### src/rtl/muldiv_pkg.sv
// muldiv_pkg: shared types for the EX-stage multiply/divide sequencer.
// Holds the op and state encodings, the divide iteration count, and sign helpers.
package muldiv_pkg;

   typedef enum logic [1:0] {
      MD_MULT  = 2'd0,
      MD_MULTU = 2'd1,
      MD_DIV   = 2'd2,
      MD_DIVU  = 2'd3
   } mdOp_e;

   typedef enum logic [2:0] {
      ST_IDLE,
      ST_MUL,
      ST_DIV,
      ST_FIX,
      ST_DONE
   } mdState_e;

   localparam int DIV_CYCLES = 32;

   function automatic logic [31:0] neg32(input logic [31:0] x);
      return ~x + 32'd1;
   endfunction

   // Magnitude of x when treated as signed; raw value otherwise.
   function automatic logic [31:0] absVal(input logic [31:0] x,
                                          input logic        isSigned);
      return (isSigned && x[31]) ? neg32(x) : x;
   endfunction

endpackage

### src/rtl/muldiv_ctrl_if.sv
// muldiv_ctrl_if: EX <-> muldiv request/result bundle.
// master = EX side (start/op/a/b/flush out), slave = sequencer (stall/done/busy/hilo out).
interface muldiv_ctrl_if;
   import muldiv_pkg::*;

   logic        start;
   logic [1:0]  op;
   logic [31:0] a;
   logic [31:0] b;
   logic        flush;
   logic        stall;
   logic        done;
   logic        busy;
   logic [63:0] hilo;

   modport master (
      output start, op, a, b, flush,
      input  stall, done, busy, hilo
   );

   modport slave (
      input  start, op, a, b, flush,
      output stall, done, busy, hilo
   );

endinterface

### src/rtl/muldiv_ctrl_div_iter.sv
// div_iter: unsigned 32-bit restoring divider core, one quotient bit per step.
// Ports: load (capture dividend/divisor), step (one iteration), quotient, remainder.
module div_iter (
   input  logic        clk,
   input  logic        rst,
   input  logic        load,
   input  logic        step,
   input  logic [31:0] dividend,
   input  logic [31:0] divisor,
   output logic [31:0] quotient,
   output logic [31:0] remainder
);

   logic [31:0] dvsr;
   logic [32:0] shifted;
   logic [32:0] diff;

   // Partial remainder is always < dvsr, so a set diff[32] means a borrow.
   assign shifted = {remainder, quotient[31]};
   assign diff    = shifted - {1'b0, dvsr};

   always_ff @(posedge clk) begin
      if (rst) begin
         quotient  <= '0;
         remainder <= '0;
         dvsr      <= '0;
      end else if (load) begin
         quotient  <= dividend;
         remainder <= '0;
         dvsr      <= divisor;
      end else if (step) begin
         if (!diff[32]) begin
            remainder <= diff[31:0];
            quotient  <= {quotient[30:0], 1'b1};
         end else begin
            remainder <= shifted[31:0];
            quotient  <= {quotient[30:0], 1'b0};
         end
      end
   end

endmodule

### src/rtl/muldiv_ctrl.sv
// muldiv_ctrl: multi-cycle MULT/MULTU/DIV/DIVU sequencer beside the EX-stage ALU.
// Ports: clk, rst (sync, active-high), bus (muldiv_ctrl_if.slave: start/op/a/b/flush
// in; stall/done/busy/hilo out). Optional MULDIV_DIV_EARLY_EXIT_EN finishes a divide
// in one cycle when |a| < |b|.
module muldiv_ctrl
   import muldiv_pkg::*;
#(
   parameter int MUL_LATENCY = 2
) (
   input  logic           clk,
   input  logic           rst,
   muldiv_ctrl_if.slave   bus
);

   mdState_e    state;
   mdState_e    stateNext;
   logic [4:0]  cnt;
   logic [4:0]  cntNext;
   logic [63:0] hiloReg;
   logic [63:0] hiloNext;
   logic        hiloLoad;
   logic        mulLoad;
   logic        divLoad;
   logic        divStep;
   logic        negQ;
   logic        negR;

   mdOp_e       opIn;
   logic        isMul;
   logic        isSigned;
   logic [31:0] absA;
   logic [31:0] absB;

   assign opIn     = mdOp_e'(bus.op);
   assign isMul    = (opIn == MD_MULT) || (opIn == MD_MULTU);
   assign isSigned = (opIn == MD_MULT) || (opIn == MD_DIV);
   assign absA     = absVal(bus.a, isSigned);
   assign absB     = absVal(bus.b, isSigned);

   // Multiplier: 33x33 signed product, sign-extended to 64 bits so the
   // truncated result is exact; stage 0 captures at accept, then shifts.
   logic [32:0]        mulA;
   logic [32:0]        mulB;
   logic signed [63:0] mulProd;
   logic [63:0]        mulPipe [MUL_LATENCY];

   assign mulA    = {isSigned & bus.a[31], bus.a};
   assign mulB    = {isSigned & bus.b[31], bus.b};
   assign mulProd = $signed({{31{mulA[32]}}, mulA})
                  * $signed({{31{mulB[32]}}, mulB});

   always_ff @(posedge clk) begin
      if (rst) begin
         for (int i = 0; i < MUL_LATENCY; i++) mulPipe[i] <= '0;
      end else begin
         if (mulLoad) mulPipe[0] <= mulProd;
         for (int i = 1; i < MUL_LATENCY; i++) mulPipe[i] <= mulPipe[i-1];
      end
   end

   logic [31:0] divQ;
   logic [31:0] divR;

   div_iter uDiv (
      .clk       (clk),
      .rst       (rst),
      .load      (divLoad),
      .step      (divStep),
      .dividend  (absA),
      .divisor   (absB),
      .quotient  (divQ),
      .remainder (divR)
   );

   always_ff @(posedge clk) begin
      if (rst) begin
         state   <= ST_IDLE;
         cnt     <= '0;
         hiloReg <= '0;
         negQ    <= 1'b0;
         negR    <= 1'b0;
      end else begin
         state <= stateNext;
         cnt   <= cntNext;
         if (hiloLoad) hiloReg <= hiloNext;
         if (divLoad) begin
            negQ <= isSigned & (bus.a[31] ^ bus.b[31]);
            negR <= isSigned & bus.a[31];
         end
      end
   end

   always_comb begin
      stateNext = state;
      cntNext   = cnt;
      hiloLoad  = 1'b0;
      hiloNext  = hiloReg;
      mulLoad   = 1'b0;
      divLoad   = 1'b0;
      divStep   = 1'b0;
      if (bus.flush) begin
         stateNext = ST_IDLE;
      end else begin
         unique case (state)
            ST_IDLE: begin
               if (bus.start) begin
                  if (isMul) begin
                     mulLoad   = 1'b1;
                     stateNext = ST_MUL;
                     cntNext   = 5'(MUL_LATENCY - 1);
                  end else if (bus.b == '0) begin
                     hiloLoad  = 1'b1;
                     hiloNext  = {bus.a, 32'hFFFF_FFFF};
                     stateNext = ST_DONE;
`ifdef MULDIV_DIV_EARLY_EXIT_EN
                  end else if (absA < absB) begin
                     // q=0 and r=a, sign of a already in place.
                     hiloLoad  = 1'b1;
                     hiloNext  = {bus.a, 32'h0};
                     stateNext = ST_DONE;
`endif
                  end else begin
                     divLoad   = 1'b1;
                     stateNext = ST_DIV;
                     cntNext   = 5'(DIV_CYCLES - 1);
                  end
               end
            end
            ST_MUL: begin
               if (cnt == '0) begin
                  hiloLoad  = 1'b1;
                  hiloNext  = mulPipe[MUL_LATENCY-1];
                  stateNext = ST_DONE;
               end else begin
                  cntNext = cnt - 5'd1;
               end
            end
            ST_DIV: begin
               divStep = 1'b1;
               if (cnt == '0) stateNext = ST_FIX;
               else           cntNext   = cnt - 5'd1;
            end
            ST_FIX: begin
               hiloLoad  = 1'b1;
               hiloNext  = {negR ? neg32(divR) : divR,
                            negQ ? neg32(divQ) : divQ};
               stateNext = ST_DONE;
            end
            ST_DONE: begin
               stateNext = ST_IDLE;
            end
            default: begin
               stateNext = ST_IDLE;
            end
         endcase
      end
   end

   assign bus.stall = ~bus.flush &
                      (((state == ST_IDLE) & bus.start) |
                       (state == ST_MUL) |
                       (state == ST_DIV) |
                       (state == ST_FIX));
   assign bus.done  = (state == ST_DONE);
   assign bus.busy  = (state != ST_IDLE);
   assign bus.hilo  = hiloReg;

endmodule
### src/flat_wrapper.sv
// flat-port wrapper written by rule: the top's interface ports become plain ports
module muldiv_ctrl_flat import muldiv_pkg::*;
#(
   parameter int MUL_LATENCY = 2
)
  (clk, rst, bus_start, bus_op, bus_a, bus_b, bus_flush, bus_stall, bus_done, bus_busy, bus_hilo);
  muldiv_ctrl_if bus_i ();
  input  logic clk;
  input  logic rst;
  input wire logic [$bits(bus_i.start)-1:0] bus_start;
  input wire logic [$bits(bus_i.op)-1:0] bus_op;
  input wire logic [$bits(bus_i.a)-1:0] bus_a;
  input wire logic [$bits(bus_i.b)-1:0] bus_b;
  input wire logic [$bits(bus_i.flush)-1:0] bus_flush;
  output wire logic [$bits(bus_i.stall)-1:0] bus_stall;
  output wire logic [$bits(bus_i.done)-1:0] bus_done;
  output wire logic [$bits(bus_i.busy)-1:0] bus_busy;
  output wire logic [$bits(bus_i.hilo)-1:0] bus_hilo;
  assign bus_i.start = bus_start;
  assign bus_i.op = bus_op;
  assign bus_i.a = bus_a;
  assign bus_i.b = bus_b;
  assign bus_i.flush = bus_flush;
  assign bus_stall = bus_i.stall;
  assign bus_done = bus_i.done;
  assign bus_busy = bus_i.busy;
  assign bus_hilo = bus_i.hilo;
  muldiv_ctrl #(.MUL_LATENCY(MUL_LATENCY)) u_core (.clk(clk), .rst(rst), .bus(bus_i));
endmodule
### config.mk
export PLATFORM = sky130hd
export DESIGN_NAME = muldiv_ctrl_flat
export DESIGN_NICKNAME = d
export VERILOG_FILES = /design/src/rtl/muldiv_pkg.sv /design/src/rtl/muldiv_ctrl_if.sv /design/src/rtl/muldiv_ctrl_div_iter.sv /design/src/rtl/muldiv_ctrl.sv /design/src/flat_wrapper.sv
export SDC_FILE = /design/constraint.sdc
export NUM_CORES = 2
export LEC_CHECK = 0
export BUFFER_PORTS_ARGS = -buffer_cell sky130_fd_sc_hd__buf_4
export CAP_MARGIN = 20
export CELL_PAD_IN_SITES_DETAIL_PLACEMENT = 0
export CELL_PAD_IN_SITES_GLOBAL_PLACEMENT = 1
export CORE_MARGIN = 3
export CORE_UTILIZATION = 55
export CTS_CLUSTER_DIAMETER = 50
export DETAILED_ROUTE_END_ITERATION = 8
export PLACE_DENSITY_LB_ADDON = 0.05
export SLEW_MARGIN = 20
export SYNTH_ARGS = -nofsm -noshare
export SYNTH_HDL_FRONTEND = slang
export SYNTH_SLANG_ARGS = --single-unit
### constraint.sdc
create_clock -name clk -period 20.7 [get_ports clk]
set_input_delay 3.105 -clock clk [delete_from_list [all_inputs] [get_ports clk]]
set_output_delay 3.105 -clock clk [all_outputs]
set_load 0.005 [all_outputs]
* Yosys cells after proc, flatten, opt, wreduce, memory -nomap -nowiden
Memories as Yosys holds them, arrays and structs flattened.
Cells that the tools add are included.
W data, S select, Z words.
** Word-level totals
- Register bits after elaboration :: 170
- RAM bits :: 128
- Logic and storage cells :: 112
- Memories kept :: 1
** Memories
- u_core.mulPipe :: depth 2, bits a word 64, read ports 2, clocked after memory_dff 0, write ports 2, line muldiv_ctrl.sv:45 : logic [63:0] mulPipe [MUL_LATENCY];
** Cells by class
- Add/subtract/negate cells :: 6
- $mul :: 1
- Equality and inequality tests :: 13
- Multiplexer cells :: 49
- Bitwise logic cells :: 16
- Reductions and logical operators :: 18
** Operator list (count)
- $mux W64 :: 6
- $mux W32 :: 7
- $pmux W64 S3 :: 1
- $add A32 B1 Y32 const B :: 4
- $not A32 Y32 :: 4
- $mul A33 B33 Y64 :: 1
- $sub A33 B32 Y33 :: 1
- $logic_not A32 Y1 :: 1
- $mux W1 :: 23
- $mux W5 :: 4
- $mux W3 :: 5
- $pmux W3 S4 :: 1
- $pmux W5 S2 :: 1
- $reduce_and A7 Y1 :: 1
- $eq A3 B2 Y1 const B :: 2
- $ne A2 B1 Y1 const B :: 3
- $ne A2 B2 Y1 const B :: 3
- $reduce_bool A3 Y1 :: 2
- $reduce_or A2 Y1 :: 3
- $and A1 B1 Y1 :: 5
- $logic_not A5 Y1 :: 1
- $or A1 B1 Y1 :: 5
- $reduce_and A5 Y1 :: 1
- $sub A5 B1 Y5 const B :: 1
- other kinds (14) :: 17

* Logic depth before layout (Yosys ltp)
- Depth in word-level cells :: 10
- Mapped depth :: 32
- Gate-level depth less buffers :: 27

* Cells and area by module
A second synthesis with hierarchy kept.
** Second synthesis, totals
- Cell total of the unflattened synthesis :: 6082
- Area, all modules :: 54801.3 µm²
** By module, submodules not included
- muldiv_ctrl :: instances 1, cells each 5368, area an instance 48916.9 µm², sequential area each 5325.1 µm²
- div_iter :: instances 1, cells each 714, area an instance 5884.4 µm², sequential area each 1921.8 µm²

* Worst setup path after synthesis
OpenSTA, ideal clock, no wires.
- Kind :: input -> register
- Start :: input port bus_a[31]
- End :: memory u_core.mulPipe[0][60], data pin
- Setup time :: 0.260 ns
- Data arrival time :: 11.500 ns
- Required time :: 20.440 ns
- Path slack :: 8.940 ns
- Stages :: 28
- Path buffers :: 4
- Cell sequence :: clkbuf_1 -> nor2b_1 -> clkbuf_1 -> clkbuf_1 -> clkbuf_1 -> nand2_1 -> inv_1 -> fa_1 -> fa_1 -> fa_1 -> inv_1 -> fa_1 -> inv_1 -> fa_1 -> fa_1 -> inv_1 -> fa_1 -> inv_1 -> fa_1 -> ha_1 -> nand2_1 -> or3_1 -> nor3_1 -> o21ai_0 -> a211oi_1 -> o21ai_0 -> a32oi_1 -> mux2_2
** RTL lines
- start: declaration :: line flat_wrapper.sv:12 : input wire logic [$bits(bus_i.a)-1:0] bus_a;
- end: declaration :: line muldiv_ctrl.sv:45

==> flow_metrics.py <==
metrics = {
    "logic_synthesis": {
        "yosysWarnings": 0,
        "synthArstFlopShare_pct": 0,
        "synth_edf_count": 128,
        "syn_inst": 6054,
        "synth_area_sq_mm": 0.0542,
        "synth.distinct_cells": 78,
        "ys.flop_type": "dfxtp_1",
        "syn_area_per_cell_sq_um": 8.95,
        "ys_seq_area_share_pct": 13.4,
        "synth_seq_cells": 298,
    },
    "worst_setup_path": {
        "cp_slowest_cell": "fa_1",
        "cp_common_cell": "fa_1",
        "worstPathRequired_ps": 21050,
        "cp-end-kind": "flop",
        "critical_path.top_delay_family": "adder cells",
        "rr_startpoint": "u_core.uDiv.quotient[31]",
        "crit_fanout": 15,
        "arrival_ps": 12460,
        "timing.rr.end": "u_core.uDiv.remainder[1]",
        "r2r_cells": 13,
        "path_buf_inv": 6,
        "path_class": "input port to flop",
        "start_kind": "input port",
        "slowest_delay_ps": 1080,
        "reg2reg_slack_ps": 16270,
    },
    "clock_network": {
        "ctsResizeCount": 0,
        "ctsHoldBuffers": 0,
        "cts.root.buffer_cell": "clkbuf_16",
        "cts_tree": "built",
        "h-tree-depth": 1,
        "post-cts-setup-buffers": 0,
        "clk_pin_slew_ps": 70,
        "cts_inserted_buffers": 31,
        "clock_path_buffers": 3,
        "clock_sinks": 298,
        "worstSkewPairLatency_ps": 610,
    },
    "timing": {
        "relSlewSlack_pct": 28.1,
        "hold_violations": 0,
        "rsz0062_at_grt": "no",
        "skew_ps": 26.2,
        "setup_violations": 0,
        "setup-tns-final_ps": 0,
        "maxSlewViolCount": 0,
        "clock.fmax_mhz": 82.6,
        "finalCriticalPeriod_ps": 12110,
        "tightestPinTransition_ps": 1080,
        "fin_crit_sh_pct": 58.5,
    },
    "detailed_routing": {
        "drtAntennaViolNets": 0,
        "post_drt_wl_per_cell_um": 22.2,
        "drc": 0,
        "firstDrtPassIters": 5,
        "viasPerCell": 5.67,
        "first_iter_violations": 3113,
        "vias": 41000,
        "routed_wl_um": 160000,
    },
    "cells_and_area": {
        "final_cell_mix": "inv_1, fa_1, nand2_1",
        "area_delta_synth_final_pct": 5.08,
        "nFillCells": 8950,
        "drive_gt1_share_pct": 4.64,
        "layout.nets": 7373,
        "final_common_cell": "inv_1",
    },
    "global_route": {
        "grt_max_degree": 168,
        "grt_remaining_overflow": 0,
        "grt_pass1_vias": 42900,
        "grt_usage_pct": 32.4,
        "grt_pass1_wl_um": 255000,
        "antenna_found_initial": 5,
    },
    "floorplan": {
        "start_util_pct": 55.8,
        "coreArea_sq_mm": 0.0971,
        "num_io_pins": 137,
        "rows": 114,
        "die_w_um": 320,
        "die_h_um": 320,
        "dieArea_sq_mm": 0.102,
    },
    "placement": {
        "dp_hpwl_um": 121000,
        "port_buffers": 136,
        "place_congestion": 0.928,
    },
    "min_path": {
        "hold_class": "flop to flop",
        "hold_path_end": "u_core.uDiv.dvsr[22]",
        "min_from": "u_core.uDiv.dvsr[22]",
        "holdPathStages": 2,
    },
    "job": {
        "drv_cap": 0,
    },
    "run_status": {
        "outcome": "finished clean",
    },
}
-- final cells by class --
class                      instances  area (sq um)  area share, %
multi-input combinational       4227         41200           72.4
sequential                       298          7250           12.7
inverter                        1197          4490           7.89
tap                             1276          1600           2.80
timing repair buffer             171          1300           2.29
clock buffer                      41           845           1.48
clock inverter                    17           206          0.363
antenna                            3          7.51         0.0132
-- flip-flops by register name, summed over array words and instances (netlist names) --
signal                 flops
u_core.uDiv.quotient      32
u_core.uDiv.dvsr          32
u_core.negQ                1
u_core.bus.hilo           64
u_core.cnt                 5
u_core.uDiv.remainder     32
u_core.mulPipe           128
u_core.negR                1
u_core.state               3
-- Yosys cell counts, drive strengths merged (8+ instances only) --
library cell,count,area (sq um)
a21oi,217,1090
a311oi,21,184
mux2,8,90.1
o22ai,15,93.8
o21a,21,158
edfxtp,128,3840
fa,1126,22500
nand2b,16,100
nand2,889,3340
nand3,30,150
o31ai,30,225
nor2,307,1160
clkbuf,298,1120
nand4,25,156
or2,13,81.3
or3,16,116
and2,307,1920
ha,251,3140
o211ai,10,75.1
inv,1197,4490
nor2b,91,569
xnor2,96,848
o21ai,162,811
a21o,38,285
o21bai,14,105
dfxtp,170,3400
and3,10,62.6
a211oi,79,593
buf,97,390
mux2i,38,380
a22oi,15,113
nor4,19,125
nor3,48,240
o41ai,24,244
xor2,109,955
a221oi,17,149
a31oi,21,131
or4,18,160
-- tightest hold or removal path: cells and delay by family (launching register included) --
kind	cells	cell delay [ps]
AOI/OAI and AO/OA	1	50
DFF	1	310
and+or+nand+nor	1	50
-- routing by layer --
layer / global-route usage (%) / wire (um) / vias up
li1: - / - / 18200
met1: 47.4 / 70700 / 21100
met2: 51.0 / 72400 / 1511
met3: 5.01 / 13100 / 200
met4: 7.63 / 4010 / 2
met5: 0 / 13 / -
-- how the worst max path moves through the flow --
stage	startpoint	to	slack [ps]	depth (start not counted)
2_1_floorplan	bus_a[31]	u_core.mulPipe[0][60]	8940	28
3_3_place_gp	bus_op[0]	u_core.mulPipe[0][60]	8120	25
3_5_place_dp	bus_op[0]	u_core.mulPipe[0][60]	8050	25
4_1_cts	bus_op[0]	u_core.mulPipe[0][60]	8600	25
5_1_grt	bus_op[0]	u_core.mulPipe[0][60]	8120	25
6_report	bus_op[0]	u_core.mulPipe[0][60]	8590	25
-- cell families (layout without fill, tap and decap cells) --
group / count (synthesis) / in the layout / synth area share, %
muxes: 46 / 46 / 0.868
DFF: 298 / 298 / 13.4
adders and majority gates: 1377 / 1377 / 47.4
AOI/OAI and AO/OA: 725 / 725 / 8.52
buffers and inverters: 1592 / 1426 / 11.1
other: 1 / 67 / 0.00692
and+or+nand+nor: 1810 / 1810 / 15.4
xor gates and xnor gates: 205 / 205 / 3.33
-- through the flow --
stage	cell area [sq um]	instances	worst slack [ps]	hold slack, ps	util (%)
after floorplan	54400	6117	8940	432	-
after global placement	55900	7169	8120	443	57.5
after detailed placement	55900	7169	8050	453	57.5
after CTS	56900	7227	8600	460	58.6
after global routing	56900	7228	8120	497	58.6
final	56900	7230	8590	462	58.6
Power is left out: the tool's default activity adds up to more than one toggle a clock period on the data nets, which glitch-free logic cannot reach.
